<file path="config.mk">
export PLATFORM = sky130hd
export DESIGN_NAME = cgb_palette_ctrl
export DESIGN_NICKNAME = d
export VERILOG_FILES = /design/src/rtl/cgb_palette_ctrl.sv
export SDC_FILE = /design/constraint.sdc
export NUM_CORES = 1
export LEC_CHECK = 0
export ABC_AREA = 1
export BUFFER_PORTS_ARGS = -buffer_cell sky130_fd_sc_hd__buf_4
export CORE_MARGIN = 1.5
export CORE_UTILIZATION = 30
export CTS_CLUSTER_SIZE = 28
export DETAILED_ROUTE_END_ITERATION = 6
export SYNTH_ARGS = -nofsm -noshare
export SYNTH_HDL_FRONTEND = slang
export SYNTH_SLANG_ARGS = --single-unit
</file>
<file path="constraint.sdc">
create_clock -name clk -period 1.2 [get_ports clk]
set_clock_uncertainty 0.05 [all_clocks]
set_input_delay 0.12 -clock clk [delete_from_list [all_inputs] [get_ports clk]]
set_output_delay 0.12 -clock clk [all_outputs]
set_load 0.05 [all_outputs]
</file>
<file path="src/rtl/cgb_palette_ctrl.sv">
// CPU-side BCPS/BCPD and OCPS/OCPD controller for the CGB palette RAMs.
// Mode-3 data lockout is compiled in with `define CGB_PALETTE_MODE3_LOCK_EN.
module cgb_palette_ctrl #(
  parameter logic [7:0] LOCK_RDATA = 8'hFF
) (
  input  logic       clk,
  input  logic       reset,
  input  logic       cpu_en,
  input  logic       cgb,
  input  logic       ppu_enable,
  input  logic [1:0] ppu_mode,
  input  logic [1:0] reg_sel,
  input  logic       reg_write,
  input  logic [7:0] reg_wdata,
  output logic [7:0] reg_rdata,
  output logic [5:0] bg_palette_addr,
  output logic [5:0] sp_palette_addr,
  output logic [7:0] palette_wdata,
  output logic [1:0] palette_write,
  input  logic [7:0] bg_palette_rdata,
  input  logic [7:0] sp_palette_rdata
);

  typedef enum logic {TGT_BG = 1'b0, TGT_SP = 1'b1} target_e;

  typedef struct packed {
    logic       valid;
    target_e    tgt;
    logic [5:0] addr;
    logic [7:0] data;
  } pend_t;

`ifdef CGB_PALETTE_MODE3_LOCK_EN
  localparam bit LOCK_EN = 1'b1;
`else
  localparam bit LOCK_EN = 1'b0;
`endif

  logic [5:0] bg_idx, sp_idx;
  logic       bg_ai, sp_ai;
  pend_t      pend;
  logic [5:0] commit_addr;

  logic       locked;
  logic       idx_wr, data_wr, data_accept;
  target_e    sel_tgt;
  logic [5:0] sel_idx;
  logic       sel_ai;

  assign locked      = LOCK_EN & cgb & ppu_enable & (ppu_mode == 2'd3);
  assign sel_tgt     = target_e'(reg_sel[1]);
  assign sel_idx     = reg_sel[1] ? sp_idx : bg_idx;
  assign sel_ai      = reg_sel[1] ? sp_ai  : bg_ai;
  assign idx_wr      = cpu_en & reg_write & ~reg_sel[0];
  // DMG-mode data writes vanish completely: no commit and no increment.
  assign data_wr     = cpu_en & reg_write & reg_sel[0] & cgb;
  assign data_accept = data_wr & ~locked;

  // NOTE: every state element below uses <= so all of them see pre-edge values.
  always_ff @(posedge clk or negedge reset) begin
    if (!reset) begin
      bg_idx        <= '0;
      sp_idx        <= '0;
      bg_ai         <= 1'b0;
      sp_ai         <= 1'b0;
      pend          <= '0;
      commit_addr   <= '0;
      palette_write <= 2'b00;
      palette_wdata <= 8'h00;
    end else begin
      if (idx_wr) begin
        if (reg_sel[1]) {sp_ai, sp_idx} <= {reg_wdata[7], reg_wdata[5:0]};
        else            {bg_ai, bg_idx} <= {reg_wdata[7], reg_wdata[5:0]};
      end else if (data_wr && sel_ai) begin
        if (reg_sel[1]) sp_idx <= sp_idx + 6'd1;
        else            bg_idx <= bg_idx + 6'd1;
      end

      // The entry drains every cycle, so a write accepted now simply refills it.
      pend.valid <= data_accept;
      if (data_accept) begin
        pend.tgt  <= sel_tgt;
        pend.addr <= sel_idx;
        pend.data <= reg_wdata;
      end

      palette_write <= {pend.valid && (pend.tgt == TGT_SP),
                        pend.valid && (pend.tgt == TGT_BG)};
      if (pend.valid) begin
        palette_wdata <= pend.data;
        commit_addr   <= pend.addr;
      end
    end
  end

  // The strobe cycle owns the port so the RAM writes at the committed address.
  assign bg_palette_addr = palette_write[0]                        ? commit_addr :
                           (pend.valid && pend.tgt == TGT_BG)      ? pend.addr   : bg_idx;
  assign sp_palette_addr = palette_write[1]                        ? commit_addr :
                           (pend.valid && pend.tgt == TGT_SP)      ? pend.addr   : sp_idx;

  // NOTE: the default assignment up front keeps this block free of latches.
  always_comb begin
    reg_rdata = LOCK_RDATA;
    if (cgb) begin
      if (!reg_sel[0]) begin
        reg_rdata = {sel_ai, 1'b1, sel_idx};
      end else if (!locked) begin
        if (pend.valid && pend.tgt == sel_tgt && pend.addr == sel_idx)
          reg_rdata = pend.data;
        else
          reg_rdata = reg_sel[1] ? sp_palette_rdata : bg_palette_rdata;
      end
    end
  end

endmodule

</file>
# Word-level counts from Yosys, hierarchy flattened
# Cells that the tools add are included.
# op_classes
magnitude_cmp	0
bitwise_logic	7
eq_ne	6
multipliers	0
n_reduce_logical	10
shifts	0
n_mux	18
n_addsub	2
div_mod_pow	0
# ops
op	n
$mux 6	13
$mux 8	4
$add 6x1->6 const B	2
$ne 2x2->1 const B	4
$eq 6x6->1	1
$reduce_and 3->1	2
$logic_and 1x1->1	5
$and 1x1->1	4
$reduce_and 2->1	2
$not 1->1	3
$reduce_bool 2->1	1
$eq 1x1->1	1
$mux 1	1
# word_totals
mem_count	0
rom_bits	0
latch_bits	0
input_bits	34
ramBits	0
ff_bits	46

# Logic depth before layout (Yosys ltp)
# Gate-level depths: netlist (run 1).
# depth
depth_word	6
mapped_depth	11
depth_no_buf	10

# Worst setup path before layout (run 1)
# Ideal clock, no wire load.
# synth_timing
kind	flip-flop to output port
start	register pend[15] in the netlist's numbering
end	output port sp_palette_addr[0]
path_slack_ns	-1.057
t_arrival_ns	2.087
stages_incl_launch_ff	6
required_ns	1.030
path_buffers	2
path_cell_list	dfrtp_1 buf_2 nand2_1 clkbuf_1 o21ai_0 o21ai_0
# synth_via
elab_chain_len	3
# synth_rtl
item	line	source
from (decl)	41	pend_t pend;
$logic_and 1x1->1	100	(pend.valid && pend.tgt == TGT_SP) ? pend.addr : sp_idx;
$mux 6	100	
$mux 6	99	assign sp_palette_addr = palette_write[1] ? commit_addr :
to (decl)	17	output logic [5:0] sp_palette_addr,
# Every way passes these cells.

# Final worst setup path (run 1)
# layout_timing
start	register sp_idx[1]
end	output port reg_rdata[1]
# layout_via
elab_chain_len	6
# layout_rtl
item	line	source
from (decl)	39	logic [5:0] bg_idx, sp_idx;
from (signal assigned)	72	if (reg_sel[1]) {sp_ai, sp_idx} <= {reg_wdata[7], reg_wdata[5:0]};
from (signal assigned)	75	if (reg_sel[1]) sp_idx <= sp_idx + 6'd1;
$mux 6 (*)	52	assign sel_idx = reg_sel[1] ? sp_idx : bg_idx;
$eq 6x6->1	109	if (pend.valid && pend.tgt == sel_tgt && pend.addr == sel_idx)
$logic_and 1x1->1	109	
$mux 8	109	
$mux 8 (*)	106	if (!reg_sel[0]) begin
$mux 8 (*)	105	if (cgb) begin
to (decl)	15	output logic [7:0] reg_rdata,
# Every way passes the cells marked *; elsewhere a longest branch is shown, timed or not.

==> results.sh, run 1 <==
export IMPL_syn_avg_cell_area_um2=7.10
export IMPL_grtUsageTotal_pct=19.9
export IMPL_initial_core_util_pct=30.9
export IMPL_antenna_found_initial=0
export IMPL_vias=3140
export IMPL_synth_top_cell_by_area="dfrtp_1"
export IMPL_ys_warn_count=0
export IMPL_path_clk_slew_ns=0.09
export IMPL_pre_cts_slack_ns=-0.661
export IMPL_grt_max_degree=27
export IMPL_holdWs_ns=-0.00977
export IMPL_gp_congestion=0.854
export IMPL_synth_seq_cells=46
export IMPL_ant_nets=0
export IMPL_rsz0062_at_grt="true"
export IMPL_synth_edf_count=0
export IMPL_portBuffers=60
export IMPL_ys_flop_type="dfrtp_1"
export IMPL_clock_latency_ns=0.31
export IMPL_worst_path_max_fanout=8
export IMPL_start_kind="flip-flop"
export IMPL_async_reset_ff_share_pct=100
export IMPL_final_hold_violation_count=2
export IMPL_cts_sinks=46
export IMPL_synth_area_um2=2850
export IMPL_grt_use_met3_pct=3.41
export IMPL_syn2layout_area_growth_pct=78.1
export IMPL_fin_cells=645
export IMPL_cts_buffers_inserted=5
export IMPL_outcome="complete, but fails checks"
export IMPL_syn_inst=401
export IMPL_critical_path_class="flip-flop to output port"
export IMPL_hpwl_mm=7.24
export IMPL_maxCapViolations=0
export IMPL_relSlewSlack_pct=77.8
export IMPL_seq_area_frac_synth_pct=40.5
export IMPL_drive_above_1_share_pct=53.4
export IMPL_core_area_um2=9200
export IMPL_wl_mm=10.0
export IMPL_ctsRootBufferMaster="clkbuf_8"
export IMPL_setup_viol_count_final=30
export IMPL_final_net_count=570
export IMPL_grt_pass1_wl_mm=15.4
export IMPL_mostFrequentLayoutCells="buf_4, nand2_1, dfrtp_1"
export IMPL_cts_tree="yes"
export IMPL_use_met1_pct=26.4
export IMPL_grt_pass1_vias=3096
export IMPL_drtPass1Iterations=4
export IMPL_fin_crit_sh_pct=166
export IMPL_worst_slack_ns=-0.793
export IMPL_h_tree_depth=2
export IMPL_syn_nets=437
export IMPL_placedCellCount=623
export IMPL_power_leakage_nw=2.31
export IMPL_mostFrequentLayoutCell="buf_4"
export IMPL_drc_errors=0
export IMPL_max_vdd_ir_drop_v=0.000697
export IMPL_first_iter_violations=140
export IMPL_fp_dieH_um=100
export IMPL_fill_cells=837
export IMPL_cp_required_ns=1.03
export IMPL_die_w_um=100
export IMPL_worstPathArrival_ns=1.82
export IMPL_boundaryPins=64
export IMPL_synth_top_area_share_pct=40.5
export IMPL_slew_violations=0
export IMPL_powerDensity_nw_per_um2=1830
export IMPL_synth_top_cells_by_area="dfrtp_1, nand2_1, o21ai_0, nand3_1, inv_1"
export IMPL_die_area_um2=10100
export IMPL_via_per_inst=4.87
export IMPL_cts_buffer_depth=2
export IMPL_rows=35
export IMPL_wire_per_inst_um=15.5
export IMPL_overflow=0
export IMPL_worst_pin_slew_ns=0.333
export IMPL_final_min_clock_period_ns=1.99
export IMPL_grt_use_met2_pct=33.8
export IMPL_hp_class="primary input to flip-flop"
export IMPL_antennaDiodeCount=0
export IMPL_violations="hold timing, setup timing"
export IMPL_synth_distinct_cells=28
export IMPL_critPathCaptureType="output port"
export IMPL_fmax_mhz=502
export IMPL_grt_busiest_layer="met2"
## registers in the layout, summed over array words and instances (netlist names)
| register | flops |
|---|---|
| bg_ai | 1 |
| bg_idx | 6 |
| commit_addr | 6 |
| palette_wdata | 8 |
| palette_write | 2 |
| pend | 16 |
| sp_ai | 1 |
| sp_idx | 6 |
## kinds of logic after synthesis
kind of cell	Yosys count	synth area share, %
xor gates and xnor gates	3	0.924
muxes	2	0.792
adders and majority gates	2	0.879
and+or+nand+nor	195	30.1
AOI/OAI and AO/OA	97	18.2
buffers and inverters	56	8.71
DFF	46	40.5
## where the power goes
part / internal (W) / total (W) / switching (W)
combinational: 0.00241 / 0.00573 / 0.00332
clock: 0.000668 / 0.00123 / 0.000562
sequential: 0.00197 / 0.00230 / 0.000333
## through the flow
| stage | cell area (um^2) | total power (W) | TNS (ns) | util, % |
|---|---|---|---|---|
| 4_1_cts | 4720 | 0.00867 | -13.55 | 51.3 |
| 5_1_grt | 5070 | 0.00977 | -15.76 | 55.1 |
| 3_3_place_gp | 4200 | 0.00676 | -12.16 | 45.6 |
| 3_5_place_dp | 4200 | 0.00681 | -12.34 | 45.6 |
| 6_report | 5070 | 0.00926 | -13.30 | 55.1 |
| 2_1_floorplan | 3160 | 0.00503 | -3.99 | - |
## synth_stat cells (5+ instances only)
library cell and instances:
nor2_2 6, buf_2 6, a31oi_1 5, nor2_1 23, nand2_2 12, o21ai_0 57, a21oi_1 25, o21bai_1 7
nand3_1 27, nand2_1 121, dfrtp_1 46, inv_1 34
## final timing paths
check,startpoint,endpoint,slack (ns),depth (start not counted)
setup / recovery,sp_idx[1],reg_rdata[1],-0.79,10
hold / removal,reg_wdata[3],pend[3],-0.01,3
setup reg to reg,sp_idx[1],sp_idx[4],-0.33,9
hold reg to reg,palette_wdata[6],palette_wdata[6],0.47,1
max in group asynchronous,reset,bg_idx[5],0.49,3
min in group asynchronous,reset,commit_addr[4],0.18,2
## routing by layer
layer / routed length (um) / share of wire, % / vias up
li1: - / - / 1569
met4: 231 / 2.3 / 0
met3: 357 / 3.6 / 18
met2: 5090 / 51 / 75
met1: 4310 / 43 / 1478
met5: 0 / 0 / -
## area by class of cell
class / instances / area [um^2] / area share (%)
flip-flops and latches: 46 / 1150 / 22.8
clock inverters: 1 / 30.0 / 0.592
repair buffers: 143 / 1350 / 26.7
multi-input cells: 300 / 2150 / 42.5
clock buffers: 6 / 82.6 / 1.63
well taps: 111 / 139 / 2.74
inverters: 38 / 156 / 3.09
## worst max-delay path, cell delays in order, from the launching register on
cell and delay, ns:
dfrtp_1 0.44, inv_2 0.10, nand2_2 0.05, nand3_2 0.07
nand2_2 0.06, nor2_4 0.16, nand2_8 0.12, o21bai_1 0.17
nand3_2 0.11, nand2_4 0.09, buf_8 0.14
## timing repair
item,4_1_cts,5_1_grt
hold buffers,4,0
endpoints found under the setup margin,35,36
resized for setup,92,75
endpoints found under the hold margin,49,0
gates cloned,1,1
pin swaps,14,24
setup buffers,7,5
(Power assumes the default switching activity.)
==> inputs of run 2 (changes only) <==
--- a/config.mk
+++ b/config.mk
@@ -11,6 +11,7 @@
 export CORE_UTILIZATION = 30
 export CTS_CLUSTER_SIZE = 28
 export DETAILED_ROUTE_END_ITERATION = 6
+export REMOVE_ABC_BUFFERS = 1
 export SYNTH_ARGS = -nofsm -noshare
 export SYNTH_HDL_FRONTEND = slang
 export SYNTH_SLANG_ARGS = --single-unit
==> results.sh, run 2 (same netlist as run 1, synthesis figures left out) <==
export IMPL_outcome="complete, but fails checks"
export IMPL_violations="setup timing"
export IMPL_drtPass1Iterations=4
export IMPL_grtUsageTotal_pct=18.2
export IMPL_mostFrequentLayoutCells="nand2_1, buf_4, dfrtp_1"
export IMPL_antennaDiodeCount=0
export IMPL_worst_slack_ns=-0.808
export IMPL_largest_registers="pend: 16 flops, palette_wdata: 8 flops"
export IMPL_slew_violations=0
export IMPL_final_net_count=574
export IMPL_path_clk_slew_ns=0.09
export IMPL_hp_class="primary input to flip-flop"
export IMPL_maxCapViolations=0
export IMPL_powerDensity_nw_per_um2=1890
export IMPL_pre_cts_slack_ns=-0.539
export IMPL_grt_pass1_vias=3077
export IMPL_cts_buffers_inserted=5
export IMPL_start_kind="flip-flop"
export IMPL_ctsRootBufferMaster="clkbuf_8"
export IMPL_worstPathArrival_ns=1.84
export IMPL_top_register="pend"
export IMPL_max_vdd_ir_drop_v=0.000789
export IMPL_wl_mm=9.46
export IMPL_initial_core_util_pct=30.9
export IMPL_die_area_um2=10100
export IMPL_fmax_mhz=498
export IMPL_cts_sinks=46
export IMPL_core_area_um2=9200
export IMPL_cp_required_ns=1.03
export IMPL_grt_max_degree=29
export IMPL_utilization_pct=50.9
export IMPL_first_iter_violations=150
export IMPL_worst_pin_slew_ns=0.416
export IMPL_wire_per_inst_um=14.5
export IMPL_hpwl_mm=6.44
export IMPL_boundaryPins=64
export IMPL_portBuffers=60
export IMPL_drc_errors=0
export IMPL_vias=3154
export IMPL_power_leakage_nw=2.24
export IMPL_placed_cell_area_um2=3830
export IMPL_critical_path_class="flip-flop to output port"
export IMPL_rows=35
export IMPL_fin_crit_sh_pct=167
export IMPL_overflow=0
export IMPL_antenna_found_initial=0
export IMPL_h_tree_depth=2
export IMPL_design_area_um2=4680
export IMPL_critPathCaptureType="output port"
export IMPL_power_w=0.00887
export IMPL_final_min_clock_period_ns=2.01
export IMPL_drive_above_1_share_pct=44.7
export IMPL_via_per_inst=4.85
export IMPL_largest_register_ffs=16
export IMPL_clock_latency_ns=0.31
export IMPL_rsz0062_at_grt="true"
export IMPL_worst_path_max_fanout=8
export IMPL_setup_viol_count_final=31
export IMPL_grt_pass1_wl_mm=14.7
export IMPL_fp_dieH_um=100
export IMPL_relSlewSlack_pct=72.2
export IMPL_cts_buffer_depth=2
export IMPL_final_hold_violation_count=0
export IMPL_ant_nets=0
export IMPL_cts_tree="yes"
export IMPL_die_w_um=100
export IMPL_mostFrequentLayoutCell="nand2_1"
export IMPL_gp_congestion=0.837
export IMPL_syn2layout_area_growth_pct=64.6
==> run 2: changes by cell type in the layout (fill, tap and decap cells not counted), moves of 5 or more <==
cell,delta
o21ai_1,+19
nand2_1,+17
o21ai_4,-16
nand2_4,-12
buf_6,+10
nand3_1,+7
nor2_2,+6
buf_8,-5
o21ai_2,-5
==> run 2: through the flow <==
stage	hold WS [ns]	setup TNS, ns	std cells
after floorplan	-0.226	-33.74	383
after global routing	0.0124	-17.37	650
after detailed placement	-0.0193	-10.49	618
final	0.00490	-14.51	650
after global placement	-0.0279	-9.85	618
after CTS	0.00376	-13.55	642
==> run 2: timing repair <==
| action | in CTS | in global routing |
|---|---|---|
| endpoints found under the setup margin | 35 | 45 |
| buffers inserted | 10 | 6 |
| pin swaps | 19 | 19 |
| cloned | 1 | 2 |
| gates resized for setup | 112 | 52 |
| hold buffers | 6 | 0 |
| endpoints found under the hold margin | 51 | 0 |
==> run 2: path summary, 6_finish.rpt <==
kind                           endpoint  cells past startpoint  slack, ns    startpoint
max                        reg_rdata[1]                     12      -0.81     sp_idx[5]
min                             pend[1]                      3      0.005  reg_wdata[1]
max reg2reg                   sp_idx[4]                     10      -0.30     sp_idx[1]
min reg2reg                       sp_ai                      2       0.45         sp_ai
max in group asynchronous       pend[6]                      3       0.46         reset
min in group asynchronous     sp_idx[2]                      2       0.18         reset
==> run 2: layout make-up <==
class | instances | area [um^2]
fillers | 873 | 4510
inverters | 38 | 153
flip-flops and latches | 46 | 1150
well taps | 111 | 139
clock inverters | 2 | 60.1
repair buffers | 147 | 1360
clock buffers | 6 | 82.6
multi-input cells | 300 | 1740
==> run 2: per-layer routing <==
metal / GRT usage, % / part of all wire, % / vias to the layer above
met4: 3.47 / 2.0 / 0
li1: - / - / 1580
met3: 2.51 / 4.0 / 17
met5: 0 / 0 / -
met1: 25.2 / 45 / 1470
met2: 30.5 / 49 / 87
==> run 2: worst max-delay path: stages (launching register included) <==
cell and delay (ns):
dfrtp_1 0.40, inv_2 0.07, nand2_2 0.05, nand2_2 0.08
nor2_1 0.04, nor2_1 0.17, nand2_2 0.10, nor2_4 0.11
buf_12 0.14, nand3_2 0.06, nand3_1 0.09, nand2_1 0.07
buf_6 0.16
==> run 2: power breakdown <==
| group | internal (W) | leakage [nW] | switching, W |
|---|---|---|---|
| registers | 0.00197 | 0.546 | 0.000310 |
| logic | 0.00220 | 1.62 | 0.00295 |
| clock network | 0.000889 | 0.0714 | 0.000557 |
==> inputs of run 3 (changes only) <==
--- a/config.mk
+++ b/config.mk
@@ -5,7 +5,6 @@
 export SDC_FILE = /design/constraint.sdc
 export NUM_CORES = 1
 export LEC_CHECK = 0
-export ABC_AREA = 1
 export BUFFER_PORTS_ARGS = -buffer_cell sky130_fd_sc_hd__buf_4
 export CORE_MARGIN = 1.5
 export CORE_UTILIZATION = 30
@@ -15,3 +14,4 @@
 export SYNTH_ARGS = -nofsm -noshare
 export SYNTH_HDL_FRONTEND = slang
 export SYNTH_SLANG_ARGS = --single-unit
+export TNS_END_PERCENT = 5
==> results.sh, run 3 <==
export IMPL_min_from="reg_sel[1]"
export IMPL_largest_register_ffs=16
export IMPL_async_reset_ff_share_pct=100
export IMPL_critPathCaptureType="output port"
export IMPL_drive_above_1_share_pct=42.6
export IMPL_placed_cell_area_um2=3530
export IMPL_final_net_count=427
export IMPL_placedCellCount=476
export IMPL_powerDensity_nw_per_um2=1980
export IMPL_portBuffers=60
export IMPL_crit_path_cell_trace="mux2i_2 -> xnor2_1 -> or4_4 -> or3_1 -> a31o_1 -> buf_6"
export IMPL_worstPathArrival_ns=2.37
export IMPL_mostFrequentLayoutCell="buf_4"
export IMPL_max_vdd_ir_drop_v=0.000543
export IMPL_maxCapViolations=0
export IMPL_synth_area_um2=2630
export IMPL_worst_slack_ns=-1.34
export IMPL_synth_distinct_cells=35
export IMPL_wire_per_inst_um=15.9
export IMPL_hp_class="primary input to flip-flop"
export IMPL_first_iter_violations=189
export IMPL_crit_slowest_cell="or4_4"
export IMPL_setup_viol_count_final=26
export IMPL_utilization_pct=48.6
export IMPL_final_hold_violation_count=0
export IMPL_r2r_setup_slack_ns=-0.21
export IMPL_top_register="pend"
export IMPL_power_leakage_nw=1.84
export IMPL_r2r_start="bg_idx[0]"
export IMPL_grt_pass1_vias=2498
export IMPL_final_min_clock_period_ns=2.54
export IMPL_mostFrequentLayoutCells="buf_4, nand2_1, dfrtp_1"
export IMPL_fin_cells=497
export IMPL_gp_congestion=0.840
export IMPL_h_tree_depth=2
export IMPL_holdWs_ns=0.240
export IMPL_grtUsageTotal_pct=16.6
export IMPL_relSlewSlack_pct=76.9
export IMPL_design_area_um2=4050
export IMPL_antennaDiodeCount=0
export IMPL_antenna_found_initial=0
export IMPL_violations="setup timing"
export IMPL_ctsRootBufferMaster="clkbuf_8"
export IMPL_cp_required_ns=1.03
export IMPL_clock_latency_ns=0.30
export IMPL_drtPass1Iterations=4
export IMPL_ys_flop_type="dfrtp_1"
export IMPL_die_w_um=96.7
export IMPL_synth_top_cell_by_area="dfrtp_1"
export IMPL_grt_max_degree=47
export IMPL_fmax_mhz=394
export IMPL_synth_seq_cells=46
export IMPL_drc_errors=0
export IMPL_synthTopCellsByCount="nand2_1, dfrtp_1, o21ai_0"
export IMPL_largest_registers="pend: 16 flops, palette_wdata: 8 flops"
export IMPL_setup_tns_ns=-17.71
export IMPL_yosysMostFrequentCell="nand2_1"
export IMPL_outcome="complete, but fails checks"
export IMPL_rows=33
export IMPL_endpoint="reg_rdata[3]"
export IMPL_syn_inst=280
export IMPL_synth_top_area_share_pct=43.7
export IMPL_seq_area_frac_synth_pct=43.7
export IMPL_grt_pass1_wl_mm=12.7
export IMPL_slew_violations=0
export IMPL_cts_sinks=46
export IMPL_cts_buffers_inserted=5
export IMPL_ant_nets=0
export IMPL_cts_buffer_depth=2
export IMPL_r2r_end="bg_idx[5]"
export IMPL_ys_warn_count=0
export IMPL_syn2layout_area_growth_pct=54.0
export IMPL_overflow=0
export IMPL_wl_mm=7.90
export IMPL_worst_pin_slew_ns=0.347
export IMPL_startpoint="bg_idx[4]"
export IMPL_hpwl_mm=5.77
export IMPL_initial_core_util_pct=31.6
export IMPL_cpPeakStageDelay_ns=0.59
export IMPL_start_kind="flip-flop"
export IMPL_vias=2585
export IMPL_die_area_um2=9350
export IMPL_worst_path_max_fanout=4
export IMPL_boundaryPins=64
export IMPL_fp_dieH_um=96.7
export IMPL_r2r_cells=6
export IMPL_core_area_um2=8340
export IMPL_synth_edf_count=0
export IMPL_rsz0062_at_grt="true"
export IMPL_fin_crit_sh_pct=211
export IMPL_cts_tree="yes"
export IMPL_syn_avg_cell_area_um2=9.40
export IMPL_via_per_inst=5.20
export IMPL_path_clk_slew_ns=0.09
export IMPL_critical_path_class="flip-flop to output port"
export IMPL_synth_top_cells_by_area="dfrtp_1, nand2_1, mux2i_1, mux2_2, o21ai_0"
## run 3: cell types whose count changed after synthesis, sizes merged, moves of 9 or more
cell / previous run / this run
a21oi: 26 / 6
clkbuf: 4 / 13
inv: 38 / 3
mux2: 2 / 16
mux2i: 0 / 20
nand2: 135 / 54
nand3: 29 / 4
nor2: 30 / 14
o21ai: 58 / 25
o22a: 0 / 10
## run 3: how the worst min path moves through the flow
stage / end / slack [ns] / depth (start not counted)
CTS: pend[14] / 0.23 / 4
detailed placement: palette_wdata[6] / 0.06 / 2
finish: pend[14] / 0.24 / 4
global placement: palette_wdata[6] / 0.06 / 2
floorplan: bg_ai / -0.23 / 0
global route: pend[14] / 0.25 / 4
## run 3: cell type report
cell class	count	area (um^2)
Timing Repair Buffer	123	1090
Clock inverter	3	43.8
Fill cell	772	4290
Sequential cell	46	1150
Inverter	3	11.3
Tap cell	105	131
Multi-Input combinational cell	212	1550
Clock buffer	5	68.8
## run 3: critical path: cells and delay by family (launching register included)
kind,cells,cell delay (ns)
XOR/XNOR,1,0.12
buffers and inverters,1,0.15
AO/OA/AOI/OAI,1,0.23
multiplexers,1,0.21
flip-flops,1,0.40
AND/OR/NAND/NOR,2,0.95
## run 3: logic make-up (layout without fill, tap and decap cells)
family | after synthesis | after routing | share of synthesized area [%]
mux | 36 | 36 | 14.6
xor+xnor | 7 | 7 | 2.33
buf+inv | 22 | 134 | 3.75
compound gates | 73 | 73 | 18.8
simple gates | 94 | 94 | 15.8
flops | 46 | 46 | 43.7
fa+ha+maj | 2 | 2 | 0.950
## run 3: timing repair
action,4_1_cts,5_1_grt
setup endpoints to repair,43,42
gates resized for setup,42,39
hold buffers,9,0
endpoints found under the hold margin,54,0
pin swaps,3,17
setup buffers,0,4
## run 3: metal layers
layer,vias up,global-route usage (%),share of wire (%)
li1,1239,-,-
met1,1288,20.7,44
met2,50,30.1,52
met3,8,3.11,3.1
met4,0,2.90,1.1
met5,-,0,0
## run 3: through the flow
stage | worst slack [ns] | total power [W]
final | -1.34 | 0.00801
after global routing | -1.38 | 0.00841
after CTS | -1.33 | 0.00767
after detailed placement | -1.04 | 0.00617
after global placement | -0.986 | 0.00611
after floorplan | -1.43 | 0.00453
## run 3: report_power, final
group          internal (W)  leakage, nW  total (W)  switching, W
Combinational       0.00197         1.20    0.00447       0.00250
Clock              0.000625       0.0585    0.00120      0.000574
Sequential          0.00200        0.581    0.00234      0.000336
